--- src/rtl/inst_queue.sv ---
// Instruction queue between fetch (F2) and issue (I). Up to two pushes and two
// pops per cycle. Head entries are presented straight from storage.
module inst_queue #(
  parameter int DEPTH  = 8,
  parameter int PC_W   = 32,
  parameter int INST_W = 32
) (
  input  logic                     clk,
  input  logic                     reset,
  input  logic                     flush_que,
  input  logic                     stallI,
  input  logic [1:0]               in_valid,
  input  logic [PC_W-1:0]          in_pc0,
  input  logic [INST_W-1:0]        in_inst0,
  input  logic [PC_W-1:0]          in_pc1,
  input  logic [INST_W-1:0]        in_inst1,
  input  logic [1:0]               pop_req,
  output logic [1:0]               out_valid,
  output logic [PC_W-1:0]          out_pc0,
  output logic [INST_W-1:0]        out_inst0,
  output logic [PC_W-1:0]          out_pc1,
  output logic [INST_W-1:0]        out_inst1,
  output logic                     overflowI,
  output logic [$clog2(DEPTH):0]   count
);

  localparam int AW = $clog2(DEPTH);
  localparam int CW = AW + 1;

  // Handshake: the producer's slots are taken only while overflowI is low,
  // otherwise it is stalled and re-presents the same data. The consumer's
  // pop_req is honoured up to the occupancy (clamped) unless stallI is high.

  logic [PC_W-1:0]   r_pc_mem   [DEPTH];
  logic [INST_W-1:0] r_inst_mem [DEPTH];
  logic [AW-1:0]     r_head;
  logic [AW-1:0]     r_tail;
  logic [CW-1:0]     r_count;

  logic [1:0]        w_push_n;
  logic [1:0]        w_req_n;
  logic [1:0]        w_pop_n;
  logic [AW-1:0]     w_head1;
  logic [AW-1:0]     w_tail1;
  logic              w_overflow;
  logic              w_clear;

  assign w_head1    = r_head + AW'(1);
  assign w_tail1    = r_tail + AW'(1);
  assign w_clear    = reset | flush_que;
  // Fewer than two free slots means a 2-wide push might not fit.
  assign w_overflow = (r_count >= CW'(DEPTH - 1));

  always_comb begin
    w_push_n = 2'd0;
    w_req_n  = 2'd0;
    w_pop_n  = 2'd0;
    if (in_valid == 2'b11)      w_push_n = 2'd2;
    else if (in_valid == 2'b01) w_push_n = 2'd1;
    if (w_overflow)             w_push_n = 2'd0;
    if (pop_req == 2'b11)       w_req_n = 2'd2;
    else if (pop_req == 2'b01)  w_req_n = 2'd1;
    if (CW'(w_req_n) > r_count) w_pop_n = r_count[1:0];
    else                        w_pop_n = w_req_n;
    if (stallI)                 w_pop_n = 2'd0;
  end

  always_ff @(posedge clk) begin
    if (w_clear) begin
      r_head  <= '0;
      r_tail  <= '0;
      r_count <= '0;
    end else begin
      r_head  <= r_head + AW'(w_pop_n);
      r_tail  <= r_tail + AW'(w_push_n);
      r_count <= r_count + CW'(w_push_n) - CW'(w_pop_n);
    end
  end

  // Storage carries no reset; stale contents are masked by count.
  always_ff @(posedge clk) begin
    if (!w_clear && w_push_n != 2'd0) begin
      r_pc_mem[r_tail]   <= in_pc0;
      r_inst_mem[r_tail] <= in_inst0;
    end
    if (!w_clear && w_push_n == 2'd2) begin
      r_pc_mem[w_tail1]   <= in_pc1;
      r_inst_mem[w_tail1] <= in_inst1;
    end
  end

  assign out_pc0      = r_pc_mem[r_head];
  assign out_inst0    = r_inst_mem[r_head];
  assign out_pc1      = r_pc_mem[w_head1];
  assign out_inst1    = r_inst_mem[w_head1];
  assign out_valid[0] = (r_count != '0);
  assign out_valid[1] = (r_count >= CW'(2));
  assign overflowI    = w_overflow;
  assign count        = r_count;

endmodule
--- config.mk ---
export PLATFORM = sky130hd
export DESIGN_NAME = inst_queue
export DESIGN_NICKNAME = d
export VERILOG_FILES = /design/src/rtl/inst_queue.sv
export SDC_FILE = /design/constraint.sdc
export NUM_CORES = 1
export LEC_CHECK = 0
export ABC_CLOCK_PERIOD_IN_PS = 7500
export CELL_PAD_IN_SITES_DETAIL_PLACEMENT = 1
export CELL_PAD_IN_SITES_GLOBAL_PLACEMENT = 2
export CORE_AREA = 3 3 255 257
export DETAILED_ROUTE_END_ITERATION = 16
export DIE_AREA = 0 0 258 260
export PLACE_DENSITY = 0.84
export SLEW_MARGIN = 20
export SYNTH_ARGS = -nofsm -noshare
export SYNTH_HDL_FRONTEND = slang
export SYNTH_SLANG_ARGS = --single-unit
--- constraint.sdc ---
create_clock -name clk -period 7.5 [get_ports clk]
set_input_delay 0.75 -clock clk [delete_from_list [all_inputs] [get_ports clk]]
set_output_delay 0.75 -clock clk [all_outputs]
set_load 0.02 [all_outputs]
==> reports/results.ini, run 1 <==
[synthesis]
synth-seq-cells = 522
synth_compound_area_share_pct = 0.440
synthDistinctLibCells = 39
synth_nets = 1806
synth_seq_area_share_pct = 51.7
synth-simple-area-share_pct = 1.13
syn_inst = 1653
synth_top_family_by_area = multiplexers
synthAdderAreaFrac_pct = 0.806
avgSynthCellArea_sq_um = 18.2
synth_area_sq_mm = 0.0301
synth_xor_area_share_pct = 0.291
muxShareOfSynthArea_pct = 43.1
yosysWarnings = 0

[clocking]
hold_buffers = 0
clock_latency_ns = 0.63
h-tree-depth = 2
cts_resized = 0
cts.sinks = 522
cts-root-buf = clkbuf_16
cts_tree = done
cts.path.max_buffers = 3
clkTransAtPathRegs_ns = 0.06
post_cts_buffers = 0
cts_inserted_buffers = 59

[hold_path]
hold_end = count[0]
hp-class = reg2reg
hold_depth = 2
min_from = count[0]

[worst_setup_path]
reg2reg_to = r_pc_mem[6][13]
cp-end-kind = output pin
crit_path_max_fanout = 101
required_ns = 6.75
cp-start-kind = register
r2r_cells = 6
crit_type = reg2out
worstReg2RegStart = r_tail[0]
r2r_slack_ns = 3.27
cp.arrival_ns = 4.63

[sta]
worst_pin_slew_ns = 1.12
tns_ns = 0
period_minus_slack_ns = 5.38
drv_slew = 0
rsz0062_at_grt = no
period_share_pct = 71.7
final-hold-violation-count = 0
slew-limit-headroom_pct = 25.4
clock.fmax_mhz = 186
fin_skew_ns = 0.0259
finalSetupViolCount = 0

[detailed_routing]
ant_nets = 0
vias = 17900
wire_per_inst_um = 31.8
viasPerCell = 6.40
drt_pass1_iterations = 5
wl_mm = 88.6
drt_iter0_markers = 1461
route.detailed.drc = 0

[floorplan]
die_w_um = 258
ioPinCount = 271
core_sq_mm = 0.0630
die_h_um = 260
row_count = 92
dieArea_sq_mm = 0.0671
start_util_pct = 47.8

[global_routing]
track_usage_pct = 26.5
antenna_found_initial = 10
grt_pass1_wl_mm = 131
grt_max_degree = 105
first_global_vias = 19600
grt_overflow = 0

[final_layout]
nets = 2048
drive_above_1_share_pct = 50.4
seq_area_sq_mm = 0.0156
n_fill_cell = 5615
area_delta_synth_final_pct = 17.7
final_cell_area_sq_mm = 0.0355
multi_input_area_sq_mm = 0.0139

[placement]
hpwl_mm = 50.1
place_area_sq_mm = 0.0336
portBuffers = 270
gp_congestion = 0.751

[pwr]
irDropWorstVdd_mv = 0.175
leakage_nw = 11.0
power_mw = 7.10
power_density_mw_per_mm2 = 200

[outcome]
status = completed

[job]
cap_violations = 0

[state kept, by name, indices dropped and copies added, names as in the netlist]
signal,cells
r_pc_mem,256
r_tail,3
count,4
r_head,3
r_inst_mem,256
[kinds of logic (layout without fill, tap and decap cells)]
| family | Yosys count | count (layout) |
|---|---|---|
| buffers and inverters | 139 | 424 |
| AO/OA/AOI/OAI | 15 | 15 |
| flip-flops | 522 | 522 |
| AND/OR/NAND/NOR | 55 | 55 |
| multiplexers | 898 | 898 |
| other | 0 | 7 |
| adder cells (fa/ha/maj) | 17 | 17 |
| XOR/XNOR | 7 | 7 |
[cell usage after synthesis (all sizes together)]
cell type / count / area, sq um
o211ai: 1 / 7.51
and2: 5 / 31.3
buf: 101 / 614
nand3b: 1 / 7.51
nor2: 20 / 80.1
o22a: 4 / 35.0
a21o: 1 / 7.51
inv: 14 / 52.6
nand4: 1 / 21.3
nand2: 8 / 30.0
nand2b: 3 / 18.8
nand3: 9 / 60.1
dfxtp: 10 / 200
xor2: 4 / 42.6
or3: 1 / 6.26
and4b: 1 / 10.0
edfxtp: 512 / 15400
nor4: 2 / 42.5
or2: 2 / 12.5
a2bb2oi: 2 / 17.5
xnor2: 3 / 45.1
mux4: 256 / 5770
fa: 4 / 80.1
ha: 13 / 163
mux2i: 1 / 10.0
mux2: 641 / 7220
o32a: 6 / 60.1
a21oi: 1 / 5.00
nor2b: 2 / 20.0
clkbuf: 24 / 90.1
[stage by stage]
step           hold WS (ns)  setup slack (ns)  cells  util [%]
2_1_floorplan         0.578              2.88   1653         -
6_report              0.720              2.12   2791      56.3
3_3_place_gp          0.698              2.83   2679      53.4
5_1_grt               0.787              1.84   2789      56.3
3_5_place_dp          0.701              2.72   2680      53.4
4_1_cts               0.723              2.02   2784      56.3
[worst max-delay path by stage]
stage / start / end / slack [ns]
4_1_cts: r_head[0] / out_inst0[1] / 2.02
3_3_place_gp: r_head[0] / out_inst0[1] / 2.83
3_5_place_dp: r_head[0] / out_inst0[1] / 2.72
5_1_grt: r_head[0] / out_inst0[1] / 1.84
2_1_floorplan: r_tail[0] / r_inst_mem[2][0] / 2.88
6_report: r_head[0] / out_inst0[1] / 2.12
[routing by layer]
| layer | vias up | share of wire, % | GRT usage [%] |
|---|---|---|---|
| li1 | 7439 | - | - |
| met1 | 9684 | 41 | 34.9 |
| met2 | 604 | 51 | 45.9 |
| met3 | 132 | 6.2 | 4.46 |
| met4 | 8 | 2.1 | 6.84 |
| met5 | - | 0.069 | 0 |
[layout make-up]
type / instances / share of cell area, %
diodes: 7 / 0.0494
repair buffers: 306 / 8.53
well taps: 846 / 2.98
multi-input cells: 992 / 39.3
flip-flops and latches: 522 / 43.9
clock inverters: 36 / 0.720
clock buffers: 68 / 4.38
inverters: 14 / 0.148
[power by group]
part	internal [mW]	switching, mW	leakage [nW]	total [mW]
Combinational	0.543	0.497	5.40	1.04
Clock	1.60	1.17	0.886	2.77
Sequential	3.25	0.0347	4.70	3.29
[layout by cell type (no fill, tap or decap), drive strengths merged]
cell type / synthesis / routed
a21o: 1 / 1
a21oi: 1 / 1
a2bb2oi: 2 / 2
and2: 5 / 5
and4b: 1 / 1
buf: 101 / 36
bufinv: 0 / 4
clkbuf: 24 / 68
clkdlybuf4s50: 0 / 270
clkinv: 0 / 31
clkinvlp: 0 / 1
dfxtp: 10 / 10
diode: 0 / 7
edfxtp: 512 / 512
fa: 4 / 4
ha: 13 / 13
inv: 14 / 14
mux2: 641 / 641
mux2i: 1 / 1
mux4: 256 / 256
nand2: 8 / 8
nand2b: 3 / 3
nand3: 9 / 9
nand3b: 1 / 1
nand4: 1 / 1
nor2: 20 / 20
nor2b: 2 / 2
nor4: 2 / 2
o211ai: 1 / 1
o22a: 4 / 4
o32a: 6 / 6
or2: 2 / 2
or3: 1 / 1
xnor2: 3 / 3
xor2: 4 / 4
[critical path, cell delays in order, from the launching register on]
cell	delay (ns)
dfxtp_4	0.93
buf_12	0.63
buf_4	0.85
mux4_2	0.61
mux2_2	0.34
clkdlybuf4s50_1	0.56
Note: power is estimated with default switching activity, not from simulation.
==> run 2, diff against run 1 <==
Settings changed: ABC_CLOCK_PERIOD_IN_PS 7500 to 5400, CORE_AREA 3 3 255 257 to 3 3 266 268, DIE_AREA 0 0 258 260 to 0 0 269 271, PLACE_DENSITY 0.84 to 0.78.
Clock period 7.5 ns to 5.4 ns, I/O delays scaled along.
==> reports/results.ini, run 2 (same netlist as run 1, synthesis figures left out) <==
[final_layout]
drive_above_1_share_pct = 50.7  ; +0.33 points
final_cell_area_sq_mm = 0.0357  ; +0.77%
nets = 2057  ; +0.44%
n_fill_cell = 6183  ; +10%
final_common_cell = mux2_2
final_cell_mix = mux2_2, edfxtp_1, clkdlybuf4s50_1
finalNonFillerCells = 2893  ; +3.7%
area_delta_synth_final_pct = 18.6

[clocking]
post_cts_buffers = 0  ; unchanged
cts_inserted_buffers = 59  ; unchanged
cts_tree = done
clkTransAtPathRegs_ns = 0.06  ; about the same
hold_buffers = 0  ; unchanged
cts.sinks = 522  ; unchanged
clock_latency_ns = 0.61  ; -0.02 ns
cts-root-buf = clkbuf_16
cts_resized = 0  ; unchanged
h-tree-depth = 2  ; unchanged
cts.path.max_buffers = 3  ; unchanged

[sta]
clock.fmax_mhz = 220
final.setup.worst_slack_ns = 0.854  ; -1.27 ns
fin_skew_ns = 0.0202  ; -0.00569 ns
finalSetupViolCount = 0  ; unchanged
period_minus_slack_ns = 4.55
rsz0062_at_grt = no
final-hold-violation-count = 0  ; unchanged
drv_slew = 0  ; unchanged
worst_pin_slew_ns = 1.12  ; +0.00185 ns
slew-limit-headroom_pct = 25.2  ; -0.12 points
period_share_pct = 84.2
tns_ns = 0  ; unchanged

[floorplan]
ioPinCount = 271  ; unchanged
row_count = 96  ; +4.3%
start_util_pct = 43.9  ; -3.9 points
core_sq_mm = 0.0686  ; +8.9%
die_w_um = 269  ; +4.3%
dieArea_sq_mm = 0.0729  ; +8.7%
die_h_um = 271  ; +4.2%

[worst_setup_path]
required_ns = 4.86  ; -1.89 ns
r2r_cells = 6  ; unchanged
crit_type = reg2out
crit_path_max_fanout = 61  ; -40%
r2r_slack_ns = 1.63  ; -1.64 ns
timing.critical_path.from = r_head[0]
cp-end-kind = output pin
cp-start-kind = register
cp.arrival_ns = 4.01  ; -0.62 ns
worstReg2RegStart = r_tail[0]

[global_routing]
grt_pass1_wl_mm = 132  ; +1.1%
antenna_found_initial = 11  ; +1
grt_max_degree = 153  ; +46%
first_global_vias = 19500  ; -0.86%
track_usage_pct = 24.8  ; -1.7 points
grt_overflow = 0  ; unchanged

[detailed_routing]
drt_iter0_markers = 1374  ; -6.0%
vias = 17800  ; -0.62%
wl_mm = 89.6  ; +1.1%
drt_pass1_iterations = 5  ; unchanged
route.detailed.drc = 0  ; unchanged
wire_per_inst_um = 31.0  ; -2.4%
viasPerCell = 6.14  ; -4.1%
ant_nets = 0  ; unchanged

[pwr]
leakage_nw = 11.1  ; +0.80%
power_density_mw_per_mm2 = 277  ; +38%
irDropWorstVdd_mv = 0.222  ; +27%
power_mw = 9.89  ; +39%

[hold_path]
min_from = count[0]
hp-class = reg2reg
hold_depth = 2  ; unchanged

[placement]
place_ws_ns = 1.42  ; -1.29 ns
gp_congestion = 0.771  ; +2.7%
hpwl_mm = 51.8  ; +3.3%
portBuffers = 270  ; unchanged
place_area_sq_mm = 0.0339  ; +0.63%
dpl.cell_count = 2773  ; +3.5%

[outcome]
status = completed

[job]
cap_violations = 0  ; unchanged

-- run 2: cell type report --
cell class	count	area, sq um	share of cell area (%)
diodes	9	22.5	0.0630
clock buffers	70	1560	4.36
clock inverters	40	274	0.767
inverters	14	52.6	0.147
multi-input cells	992	13900	39.0
flip-flops and latches	522	15600	43.6
well taps	931	1160	3.26
repair buffers	315	3160	8.84
-- run 2: power breakdown --
group | switching (mW) | internal, mW | leakage [nW] | total [mW]
sequential | 0.0400 | 4.52 | 4.70 | 4.56
clock | 1.64 | 2.23 | 0.910 | 3.87
combinational | 0.704 | 0.760 | 5.46 | 1.46
total | 2.38 | 7.51 | 11.1 | 9.89
-- run 2: critical path, cell delays in order (launching register included) --
cell,delay (ns)
dfxtp_4,0.38
buf_4,0.60
buf_4,0.88
mux4_2,0.61
mux2_2,0.27
clkdlybuf4s50_1,0.59
-- run 2: per-layer routing --
layer	GRT usage (%)	vias to the layer above	part of all wire, %
met3	4.67	98	5.9
met2	41.1	612	50
met5	0	-	0.023
met4	5.64	4	1.8
li1	-	7466	-
met1	34.0	9576	42
-- run 2: worst paths after layout --
check,endpoint
max,out_pc1[2]
min,count[0]
max reg2reg,r_inst_mem[5][26]
min reg2reg,count[0]
-- run 2: stage by stage --
step,hold WS [ns],utilization [%]
final,0.736,52.1
after CTS,0.701,52.0
after global placement,0.707,49.4
after global routing,0.757,52.1
after floorplan,0.578,-
after detailed placement,0.719,49.4
==> run 3, diff against run 2 <==
Settings changed: ABC_CLOCK_PERIOD_IN_PS 5400 to 4100, CORE_AREA 3 3 266 268 to 3 3 279 281, DIE_AREA 0 0 269 271 to 0 0 282 284, PLACE_DENSITY 0.78 to 0.74.
Clock period 5.4 ns to 4.1 ns, I/O delays scaled along.
==> reports/results.ini, run 3 (same netlist as run 1, synthesis figures left out) <==
[worst_setup_path]
critPathTopFamily = buffers and inverters
crit_path_max_fanout = 69  ; +13%
cp.arrival_ns = 3.23  ; -0.78 ns
cp-start-kind = register
crit_chain = ha_4, buf_12, mux4_2, mux2_2, clkdlybuf4s50_1
cp-end-kind = output pin
cp_slowest_stage_delay_ns = 0.56  ; -0.32 ns
crit_buf_inv = 2  ; -1
crit_type = reg2out
required_ns = 3.69  ; -1.17 ns
cpMaxStageDelayCell = mux4_2

[final_layout]
area_delta_synth_final_pct = 19.6
post-route-util_pct = 47.6  ; -4.5 points
final_cell_mix = mux2_2, edfxtp_1, clkdlybuf4s50_1
n_fill_cell = 6980  ; +13%
nets = 2058  ; +0.049%
drive_above_1_share_pct = 50.6  ; about the same
final_common_cell = mux2_2

[clocking]
clock_latency_ns = 0.64  ; +0.03 ns
cts_tree = done
cts_resized = 0  ; unchanged
hold_buffers = 0  ; unchanged
post_cts_buffers = 0  ; unchanged
cts_inserted_buffers = 59  ; unchanged
cts-root-buf = clkbuf_16
clkTransAtPathRegs_ns = 0.06  ; about the same
cts.path.max_buffers = 3  ; unchanged
h-tree-depth = 2  ; unchanged
cts.sinks = 522  ; unchanged

[detailed_routing]
ant_nets = 0  ; unchanged
drt_pass1_iterations = 5  ; unchanged
viasPerCell = 6.00  ; -2.2%
wl_mm = 91.0  ; +1.6%
drt_iter0_markers = 1233  ; -10%
wire_per_inst_um = 31.1  ; +0.26%
route.detailed.drc = 0  ; unchanged
vias = 17600  ; -0.89%

[global_routing]
grt_overflow = 0  ; unchanged
grt_pass1_wl_mm = 134  ; +1.0%
antenna_found_initial = 10  ; -1
track_usage_pct = 22.7  ; -2.1 points
first_global_vias = 19600  ; +0.84%
grt_max_degree = 93  ; -39%

[floorplan]
core_sq_mm = 0.0757  ; +10%
ioPinCount = 271  ; unchanged
row_count = 101  ; +5.2%
die_h_um = 284  ; +4.8%
start_util_pct = 39.8  ; -4.1 points
die_w_um = 282  ; +4.8%
dieArea_sq_mm = 0.0801  ; +9.9%

[sta]
worst_pin_slew_ns = 0.837  ; -0.285 ns
drv_slew = 0  ; unchanged
tns_ns = 0  ; unchanged
slew-limit-headroom_pct = 44.2  ; +19 points
period_minus_slack_ns = 3.64
period_share_pct = 88.8
finalSetupViolCount = 0  ; unchanged
clock.fmax_mhz = 275
final.setup.worst_slack_ns = 0.459  ; -0.395 ns
rsz0062_at_grt = no
fin_skew_ns = 0.0355  ; +0.0153 ns
final-hold-violation-count = 0  ; unchanged

[pwr]
irDropWorstVdd_mv = 0.306  ; +38%
leakage_nw = 11.1  ; +0.34%
power_density_mw_per_mm2 = 361  ; +30%
power_mw = 13.0  ; +31%

[placement]
place_ws_ns = 0.588  ; -0.836 ns
gp_congestion = 0.757  ; -1.8%
portBuffers = 270  ; unchanged
hpwl_mm = 51.3  ; -0.99%

[outcome]
status = completed

[hold_path]
hp-class = in2reg

[job]
cap_violations = 0  ; unchanged

==> run 3: cell count changes in the layout (fill, tap and decap cells not counted), moves of 2 or more <==
cell,change
buf_12,+23
buf_4,-21
clkbuf_1,+3
clkinv_1,-3
clkinv_2,-5
clkinvlp_4,+2
diode_2,-7
==> run 3: cell type report <==
cell class	count	area (sq um)	area share [%]
antenna	2	5.00	0.0139
clock buffer	72	1550	4.29
clock inverter	35	248	0.688
inverter	14	52.6	0.146
multi-input combinational	992	13900	38.7
sequential	522	15600	43.3
tap	978	1220	3.40
timing repair buffer	316	3440	9.54
==> run 3: worst paths after layout <==
check                               start              to  slack [ns]  cells after the start
worst min-delay path                reset       r_head[0]        0.61                      3
worst max-delay path            r_head[0]   out_inst1[27]        0.46                      5
worst min register to register   count[0]        count[0]        0.73                      2
worst max register to register  r_tail[0]  r_pc_mem[4][2]        0.78                      6
==> run 3: worst reg2reg max path, delay by kind of cell, from the launching register on <==
kind	cells	cell delay, ns
AND/OR/NAND/NOR	2	0.78
flip-flops	1	0.68
adder cells (fa/ha/maj)	1	0.59
multiplexers	1	0.43
buffers and inverters	1	0.38
XOR/XNOR	1	0.23
==> run 3: power breakdown <==
part / total, mW / leakage (nW) / switching [mW] / internal [mW]
combinational: 1.95 / 5.53 / 0.935 / 1.01
sequential: 6.00 / 4.70 / 0.0483 / 5.95
clock: 5.04 / 0.875 / 2.20 / 2.84
total: 13.0 / 11.1 / 3.18 / 9.81
==> run 3: routing by layer <==
metal,vias up,global-route usage [%],wire (um)
met5,-,0,123
met4,16,4.82,1630
met3,119,3.68,4220
met2,477,39.9,47300
met1,9553,29.5,37700
li1,7433,-,-
==> run 3: per-stage QoR <==
step,cells,instance area [sq um],hold slack [ns]
after floorplan,1653,30100,0.578
after global routing,2930,36000,0.624
final,2931,36000,0.605
after global placement,2822,34200,0.705
after detailed placement,2822,34200,0.710
after CTS,2929,36000,0.567
